**config.mk**
```make
export PLATFORM = sky130hd
export DESIGN_NAME = seg7_scan_driver_flat
export DESIGN_NICKNAME = d
export VERILOG_FILES = /design/src/rtl/seg7_scan_driver_pkg.sv /design/src/rtl/seg7_scan_driver_if.sv /design/src/rtl/hex27segs.sv /design/src/rtl/seg7_scan_driver.sv /design/src/flat_wrapper.sv
export SDC_FILE = /design/constraint.sdc
export NUM_CORES = 1
export LEC_CHECK = 0
export CAP_MARGIN = 20
export CORE_MARGIN = 3
export CORE_UTILIZATION = 35
export DETAILED_ROUTE_END_ITERATION = 12
export GPL_TIMING_DRIVEN = 1
export SLEW_MARGIN = 20
export SYNTH_ARGS = -nofsm -noshare
export SYNTH_HDL_FRONTEND = slang
export SYNTH_SLANG_ARGS = --single-unit
```
**constraint.sdc**
```tcl
create_clock -name clk_i -period 2.56 [get_ports clk_i]
set_input_delay 0.512 -clock clk_i [delete_from_list [all_inputs] [get_ports clk_i]]
set_output_delay 0.512 -clock clk_i [all_outputs]
set_load 0.1 [all_outputs]
```
**src/rtl/seg7_scan_driver_pkg.sv**
```systemverilog
// Shared types and constants for the 7-segment scan driver.
//   scan_state_e : scan FSM states (idle, digit lit, inter-digit blanking gap)
//   SEG_BLANK    : all segments off, active-high
//   SEG_A..SEG_G : bit positions of each segment in the {a,b,c,d,e,f,g} vector
package seg7_scan_driver_pkg;

   typedef enum logic [1:0] {
      StIdle,
      StOn,
      StGap
   } scan_state_e;

   localparam logic [6:0] SEG_BLANK = 7'b0000000;

   localparam int unsigned SEG_A = 6;
   localparam int unsigned SEG_B = 5;
   localparam int unsigned SEG_C = 4;
   localparam int unsigned SEG_D = 3;
   localparam int unsigned SEG_E = 2;
   localparam int unsigned SEG_F = 1;
   localparam int unsigned SEG_G = 0;

endpackage

```
**src/rtl/seg7_scan_driver_if.sv**
```systemverilog
// Bus between the value source and the scan driver.
//   value_in   : 4*NUM_DIGITS hex nibbles, digit 0 in bits [3:0]
//   dp_in      : per-digit decimal point, active-high
//   load       : capture value_in/dp_in into the pending word
//   enable     : scanning enable
//   blank_lz   : leading-zero suppression enable
//   anodes     : one-hot digit select at pin polarity
//   segments   : {a..g} at pin polarity, a = bit 6
//   dp         : decimal point at pin polarity
//   frame_done : one-cycle pulse at the end of the last digit's slot
// master = value source side, slave = driver side.
interface seg7_scan_driver_if #(
   parameter int unsigned NUM_DIGITS = 4
);

   logic [4*NUM_DIGITS-1:0] value_in;
   logic [NUM_DIGITS-1:0]   dp_in;
   logic                    load;
   logic                    enable;
   logic                    blank_lz;
   logic [NUM_DIGITS-1:0]   anodes;
   logic [6:0]              segments;
   logic                    dp;
   logic                    frame_done;

   modport master (
      output value_in, dp_in, load, enable, blank_lz,
      input  anodes, segments, dp, frame_done
   );

   modport slave (
      input  value_in, dp_in, load, enable, blank_lz,
      output anodes, segments, dp, frame_done
   );

endinterface

```
**src/rtl/hex27segs.sv**
```systemverilog
// Hex nibble to 7-segment decoder, active-high.
//   hex_i  : 4-bit value 0..F
//   segs_o : {a,b,c,d,e,f,g}, a = bit 6, 1 = segment lit
module hex27segs (
   input  logic [3:0] hex_i,
   output logic [6:0] segs_o
);

   always_comb begin
      segs_o = 7'b0000000;
      unique case (hex_i)
         4'h0: segs_o = 7'b1111110;
         4'h1: segs_o = 7'b0110000;
         4'h2: segs_o = 7'b1101101;
         4'h3: segs_o = 7'b1111001;
         4'h4: segs_o = 7'b0110011;
         4'h5: segs_o = 7'b1011011;
         4'h6: segs_o = 7'b1011111;
         4'h7: segs_o = 7'b1110000;
         4'h8: segs_o = 7'b1111111;
         4'h9: segs_o = 7'b1111011;
         4'hA: segs_o = 7'b1110111;
         4'hB: segs_o = 7'b0011111;
         4'hC: segs_o = 7'b1001110;
         4'hD: segs_o = 7'b0111101;
         4'hE: segs_o = 7'b1001111;
         4'hF: segs_o = 7'b1000111;
         default: segs_o = 7'b0000000;
      endcase
   end

endmodule

```
**src/rtl/seg7_scan_driver.sv**
```systemverilog
// Time-multiplexed N-digit 7-segment driver. Scans one digit per slot of
// SCAN_DIV cycles (ON phase followed by BLANK_CYCLES of all-anodes-off GAP),
// suppresses leading zeros and swaps in a newly loaded word only at frame
// boundaries so the display never tears.
//   clk_i   : system clock
//   reset_i : synchronous, active-high reset
//   bus     : slave side of seg7_scan_driver_if (inputs, pins, frame_done)
// All pin outputs are registered one cycle behind the scan state.
module seg7_scan_driver
   import seg7_scan_driver_pkg::*;
#(
   parameter int unsigned NUM_DIGITS   = 4,
   parameter int unsigned SCAN_DIV     = 50000,
   parameter int unsigned BLANK_CYCLES = 500,
   parameter bit          ACTIVE_LOW   = 1'b1
) (
   input  logic                clk_i,
   input  logic                reset_i,
   seg7_scan_driver_if.slave   bus
);

   localparam int unsigned ValW     = 4 * NUM_DIGITS;
   localparam int unsigned CntW     = (SCAN_DIV > 1) ? $clog2(SCAN_DIV) : 1;
   localparam int unsigned IdxW     = (NUM_DIGITS > 1) ? $clog2(NUM_DIGITS) : 1;
   localparam int unsigned OnCycles = SCAN_DIV - BLANK_CYCLES;
   localparam int unsigned GapCycles = (BLANK_CYCLES > 0) ? BLANK_CYCLES : 1;

   localparam logic [CntW-1:0] OnLast  = CntW'(OnCycles - 1);
   localparam logic [CntW-1:0] GapLast = CntW'(GapCycles - 1);
   localparam logic [IdxW-1:0] IdxLast = IdxW'(NUM_DIGITS - 1);

   // Digit i>0 is suppressed when every nibble from the top down to i is zero.
   function automatic logic [NUM_DIGITS-1:0] lz_mask(input logic [ValW-1:0] v,
                                                     input logic            en);
      logic [NUM_DIGITS-1:0] mask;
      logic                  upper_zero;
      mask       = '0;
      upper_zero = 1'b1;
      for (int i = NUM_DIGITS - 1; i > 0; i--) begin
         upper_zero = upper_zero & (v[4*i +: 4] == 4'h0);
         mask[i]    = en & upper_zero;
      end
      return mask;
   endfunction

   scan_state_e           state_q, state_d;
   logic [IdxW-1:0]       idx_q, idx_d;
   logic [CntW-1:0]       cnt_q, cnt_d;
   logic [ValW-1:0]       pend_val_q, pend_val_d;
   logic [NUM_DIGITS-1:0] pend_dp_q, pend_dp_d;
   logic [ValW-1:0]       disp_val_q, disp_val_d;
   logic [NUM_DIGITS-1:0] disp_dp_q, disp_dp_d;
   logic                  frame_done_q, frame_done_d;
   logic [NUM_DIGITS-1:0] anodes_q, anodes_d;
   logic [6:0]            segments_q, segments_d;
   logic                  dp_q, dp_d;

   logic                  advance;
   logic [3:0]            nib_sel;
   logic                  dp_sel;
   logic                  lz_sel;
   logic [NUM_DIGITS-1:0] lz;
   logic [6:0]            dec_segs;

   // Scan FSM next state.
   always_comb begin
      state_d      = state_q;
      idx_d        = idx_q;
      cnt_d        = cnt_q;
      disp_val_d   = disp_val_q;
      disp_dp_d    = disp_dp_q;
      frame_done_d = 1'b0;
      advance      = 1'b0;
      pend_val_d   = bus.load ? bus.value_in : pend_val_q;
      pend_dp_d    = bus.load ? bus.dp_in : pend_dp_q;

      unique case (state_q)
         StIdle: begin
            if (bus.enable) begin
               state_d    = StOn;
               idx_d      = '0;
               cnt_d      = '0;
               disp_val_d = pend_val_q;
               disp_dp_d  = pend_dp_q;
            end
         end
         StOn: begin
            if (!bus.enable) begin
               state_d = StIdle;
               idx_d   = '0;
               cnt_d   = '0;
            end else if (cnt_q == OnLast) begin
               cnt_d = '0;
               if (BLANK_CYCLES > 0) begin
                  state_d = StGap;
               end else begin
                  advance = 1'b1;
               end
            end else begin
               cnt_d = cnt_q + CntW'(1);
            end
         end
         StGap: begin
            if (!bus.enable) begin
               state_d = StIdle;
               idx_d   = '0;
               cnt_d   = '0;
            end else if (cnt_q == GapLast) begin
               cnt_d   = '0;
               advance = 1'b1;
            end else begin
               cnt_d = cnt_q + CntW'(1);
            end
         end
         default: begin
            state_d = StIdle;
            idx_d   = '0;
            cnt_d   = '0;
         end
      endcase

      // Frame wrap is the only point where the display word is replaced.
      if (advance) begin
         state_d = StOn;
         if (idx_q == IdxLast) begin
            idx_d        = '0;
            frame_done_d = 1'b1;
            disp_val_d   = pend_val_q;
            disp_dp_d    = pend_dp_q;
         end else begin
            idx_d = idx_q + IdxW'(1);
         end
      end
   end

   // Select the current digit's nibble, dp bit and blanking flag.
   always_comb begin
      lz      = lz_mask(disp_val_q, bus.blank_lz);
      nib_sel = 4'h0;
      dp_sel  = 1'b0;
      lz_sel  = 1'b0;
      for (int i = 0; i < NUM_DIGITS; i++) begin
         if (idx_q == IdxW'(i)) begin
            nib_sel = disp_val_q[4*i +: 4];
            dp_sel  = disp_dp_q[i];
            lz_sel  = lz[i];
         end
      end
   end

   hex27segs u_hex27segs (
      .hex_i  (nib_sel),
      .segs_o (dec_segs)
   );

   // Active-high pin image, then the polarity stage.
   always_comb begin
      logic [NUM_DIGITS-1:0] an_ah;
      logic [6:0]            seg_ah;
      logic                  dp_ah;
      an_ah  = '0;
      seg_ah = SEG_BLANK;
      dp_ah  = 1'b0;
      if (state_q == StOn) begin
         for (int i = 0; i < NUM_DIGITS; i++) begin
            an_ah[i] = (idx_q == IdxW'(i));
         end
         seg_ah = lz_sel ? SEG_BLANK : dec_segs;
         dp_ah  = dp_sel;
      end
      anodes_d   = ACTIVE_LOW ? ~an_ah : an_ah;
      segments_d = ACTIVE_LOW ? ~seg_ah : seg_ah;
      dp_d       = ACTIVE_LOW ? ~dp_ah : dp_ah;
   end

   always_ff @(posedge clk_i) begin
      if (reset_i) begin
         state_q      <= StIdle;
         idx_q        <= '0;
         cnt_q        <= '0;
         pend_val_q   <= '0;
         pend_dp_q    <= '0;
         disp_val_q   <= '0;
         disp_dp_q    <= '0;
         frame_done_q <= 1'b0;
         anodes_q     <= {NUM_DIGITS{ACTIVE_LOW}};
         segments_q   <= {7{ACTIVE_LOW}};
         dp_q         <= ACTIVE_LOW;
      end else begin
         state_q      <= state_d;
         idx_q        <= idx_d;
         cnt_q        <= cnt_d;
         pend_val_q   <= pend_val_d;
         pend_dp_q    <= pend_dp_d;
         disp_val_q   <= disp_val_d;
         disp_dp_q    <= disp_dp_d;
         frame_done_q <= frame_done_d;
         anodes_q     <= anodes_d;
         segments_q   <= segments_d;
         dp_q         <= dp_d;
      end
   end

   assign bus.anodes     = anodes_q;
   assign bus.segments   = segments_q;
   assign bus.dp         = dp_q;
   assign bus.frame_done = frame_done_q;

endmodule

```
**src/flat_wrapper.sv**
```systemverilog
// flat-port wrapper written by rule: the top's interface ports become plain ports
module seg7_scan_driver_flat import seg7_scan_driver_pkg::*;
#(
   parameter int unsigned NUM_DIGITS   = 4,
   parameter int unsigned SCAN_DIV     = 50000,
   parameter int unsigned BLANK_CYCLES = 500,
   parameter bit          ACTIVE_LOW   = 1'b1
)
  (clk_i, reset_i, bus_value_in, bus_dp_in, bus_load, bus_enable, bus_blank_lz, bus_anodes, bus_segments, bus_dp, bus_frame_done);
  seg7_scan_driver_if #(.NUM_DIGITS(NUM_DIGITS)) bus_i ();
  input  logic clk_i;
  input  logic reset_i;
  input wire logic [$bits(bus_i.value_in)-1:0] bus_value_in;
  input wire logic [$bits(bus_i.dp_in)-1:0] bus_dp_in;
  input wire logic [$bits(bus_i.load)-1:0] bus_load;
  input wire logic [$bits(bus_i.enable)-1:0] bus_enable;
  input wire logic [$bits(bus_i.blank_lz)-1:0] bus_blank_lz;
  output wire logic [$bits(bus_i.anodes)-1:0] bus_anodes;
  output wire logic [$bits(bus_i.segments)-1:0] bus_segments;
  output wire logic [$bits(bus_i.dp)-1:0] bus_dp;
  output wire logic [$bits(bus_i.frame_done)-1:0] bus_frame_done;
  assign bus_i.value_in = bus_value_in;
  assign bus_i.dp_in = bus_dp_in;
  assign bus_i.load = bus_load;
  assign bus_i.enable = bus_enable;
  assign bus_i.blank_lz = bus_blank_lz;
  assign bus_anodes = bus_i.anodes;
  assign bus_segments = bus_i.segments;
  assign bus_dp = bus_i.dp;
  assign bus_frame_done = bus_i.frame_done;
  seg7_scan_driver #(.NUM_DIGITS(NUM_DIGITS), .SCAN_DIV(SCAN_DIV), .BLANK_CYCLES(BLANK_CYCLES), .ACTIVE_LOW(ACTIVE_LOW)) u_core (.clk_i(clk_i), .reset_i(reset_i), .bus(bus_i));
endmodule
```
==> results.ini, run 1 <==
[setup_path]
r2r-start=u_core.idx_q[1]
cp_max_fo=8
startpoint_type=flop
cpPeakStageDelay_ps=350
cp_slowest_cell=dfxtp_1
path_class=reg2reg
path_buf_inv=2
end_kind=flop
worstSetupEndpoint=u_core.bus.segments[1]
rr_worst_depth=10
crit_family=compound AO/OA/AOI/OAI gates
r2r_end=u_core.bus.segments[1]
ff2ff_setup_slack_ps=220
cp.required_ps=2780
crit_start=u_core.idx_q[1]
crit_chain=inv_1, ha_1, nor2b_2, a221o_1, a22oi_1, inv_1, ha_1, mux2_2, nand2_1, o311ai_0
crit_arrival_ps=2560
crit_cells=10

[logic_synthesis]
yosysMostFrequentCell=dfxtp_1
synth_cell_types=49
synth_compound_area_share_pct=8.89
synth_top_area_share_pct=44.5
netlist_instances=350
synth-edff-count=0
yosysTopAreaCell=dfxtp_1
yosys_warnings=0
syn-num-nets=389
synth_ff_type=dfxtp_1
async_reset_ff_share_pct=0
synth.area.top_cells=dfxtp_1, mux2i_1, nor2_1, ha_1, nand2_1
ys_seq_area_share_pct=44.5
synth-adder-area-share_pct=5.34
yosys-top-cells-count=dfxtp_1, nor2_1, mux2i_1, nand2_1, ha_1
synth_area_um2=3280
ys_seq_elements=73
synthMuxAreaShare_pct=15.0
yosys.area_share.simple_pct=19.7
syn_avg_cell_area_um2=9.37
synth_top_family_by_area=simple AND/OR/NAND/NOR gates
synthXorXnorAreaFrac_pct=2.67

[worst_hold_path]
hp-class=in2reg

[floorplanning]
die_y_um=103
start_util_pct=36.9
die_area_um2=10600
io_pins=38
dieWidth_um=103
row_count=34
core_um2=8890

[final_layout]
syn2layout_area_growth_pct=19.9
stdcell_count=500
nNetsFinal=427
design_area_um2=3940
diodes=0
drive_gt1_share_pct=13.0
final_util_pct=44.3
fillCellCount=878

[route]
remaining_drc_errors=0
vias=2470
first_pass_iters=4
via_per_inst=4.94
ant_nets=0
routed_wl_mm=6.55
wl_per_cell_um=13.1
drt_iter0_drc=78

[sta]
finalSetupViolCount=0
drv_slew=0
fin_crit_ps=2340
worst_slew_pin_slew_ps=528
final.period_utilization_pct=91.4
hold_violations=0
maxSlewHeadroom_pct=64.8
fmax_mhz=428
hold-worst-slack_ps=447
rsz0062_at_grt=no
layout_setup_ws_ps=221
finClkSkew_ps=13.7
final.setup.tns_ps=0

[global_routing]
antenna_found_initial=0
overflow=0
grt_pass1_wl_mm=11.1
grtUsageTotal_pct=13.4
grt_pass1_vias=2342
grt_max_degree=52

[power_and_ir_drop]
p_per_area_nw_per_um2=757
irDropWorstVdd_mv=0.279
power_mw=2.98
power_leakage_nw=1.60

[clock_network]
ctsHoldBuffers=0
cts_resized=0
numCtsBuffers=9
cts_tree=built
cts_buffer_depth=2
cts_root_buffer=clkbuf_8
clk_latency_ps=350
h-tree-depth=3
cts_sinks=73
cts_setup_buffers=0
clkTransAtPathRegs_ps=80

[placed_design]
dpl_cell_area_um2=3730
dp_slack_ps=230
placed_cells=485
place.gp.congestion=0.853
hpwl_mm=4.67
portBuffers=37

[outcome]
outcome=finished, final reports clean

[flow_run]
drv_cap=0

==> layer usage <==
metal	global-route usage [%]	part of all wire, %	wire length [µm]
met5	0	0	0
met4	5.38	1.5	99
met3	3.92	3.9	258
met2	19.8	43	2840
met1	18.4	51	3360
==> cell families after synthesis <==
kind of cell / count (synthesis)
XOR/XNOR: 10
buffers and inverters: 27
adder cells (fa/ha/maj): 14
multiplexers: 49
flip-flops: 73
AO/OA/AOI/OAI: 43
AND/OR/NAND/NOR: 134
==> layout make-up <==
class	instances	area [µm²]	share of cell area, %
sequential	73	1460	37.1
multi-input combinational	250	1700	43.2
inverter	8	30.0	0.763
timing repair buffer	46	400	10.2
clock inverter	5	81.3	2.07
tap	108	135	3.43
clock buffer	10	128	3.24
==> power by group <==
part / switching [mW] / internal (mW)
registers: 0.0459 / 1.22
logic: 0.478 / 0.264
clock network: 0.430 / 0.544
==> state kept, by name, indices dropped and copies added, names as in the netlist <==
name	flops
u_core.pend_dp_q	4
u_core.cnt_q	16
u_core.idx_q	2
u_core.bus.segments	7
u_core.disp_dp_q	4
u_core.disp_val_q	16
u_core.bus.frame_done	1
u_core.pend_val_q	16
u_core.bus.dp	1
u_core.bus.anodes	4
u_core.state_q	2
==> layout by cell type (no fill, tap or decap), types with 2 or more instances in the layout <==
cell             count
a221o_1              2
nand2b_1             4
xnor2_1              4
nand3b_1             2
mux2i_1             47
nand4_1              3
nor2b_1              3
buf_4               22
a22oi_1              7
nand2_1             27
nor2_1              63
dfxtp_1             73
o21ai_0              3
nor4_1               2
bufinv_16            2
mux2_2               2
clkbuf_8             9
and2_1               3
clkdlybuf4s50_1     23
inv_1                8
nor3_1               3
and3_1               5
a31oi_1              2
a21oi_1             13
nor4_2               3
o211ai_1             4
ha_1                14
nand3_1              7
xor2_1               6
==> worst reg2reg max path, cell delays in order (launching register included) <==
cell and delay [ps]:
dfxtp_1 350, inv_1 90, ha_1 330, nor2b_2 130, a221o_1 340, a22oi_1 200, inv_1 130, ha_1 240
mux2_2 260, nand2_1 60, o311ai_0 100
==> worst min path at each step <==
stage / endpoint / slack [ps] / start / depth (start not counted)
finish: u_core.bus.anodes[2] / 450 / reset_i / 3
CTS: u_core.bus.anodes[2] / 440 / reset_i / 3
global route: u_core.bus.anodes[2] / 460 / reset_i / 3
global placement: u_core.pend_val_q[13] / 470 / u_core.pend_val_q[13] / 2
detailed placement: u_core.pend_val_q[1] / 490 / u_core.pend_val_q[1] / 2
floorplan: u_core.cnt_q[12] / 460 / u_core.cnt_q[12] / 2
No activity file was read; power rests on OpenSTA's default activity.
==> inputs of run 2 (changes only) <==
--- a/config.mk
+++ b/config.mk
@@ -8,8 +8,8 @@
 export CAP_MARGIN = 20
 export CORE_MARGIN = 3
 export CORE_UTILIZATION = 35
+export CTS_CLUSTER_DIAMETER = 80
 export DETAILED_ROUTE_END_ITERATION = 12
-export GPL_TIMING_DRIVEN = 1
 export SLEW_MARGIN = 20
 export SYNTH_ARGS = -nofsm -noshare
 export SYNTH_HDL_FRONTEND = slang
==> results of run 2 <==
Same layout as run 1: the final DEF is identical, and so are final timing and power.
==> inputs of run 3 (changes only) <==
--- a/config.mk
+++ b/config.mk
@@ -14,3 +14,4 @@
 export SYNTH_ARGS = -nofsm -noshare
 export SYNTH_HDL_FRONTEND = slang
 export SYNTH_SLANG_ARGS = --single-unit
+export TNS_END_PERCENT = 50
==> results of run 3 <==
Same layout as run 1: the final DEF is identical, and so are final timing and power.
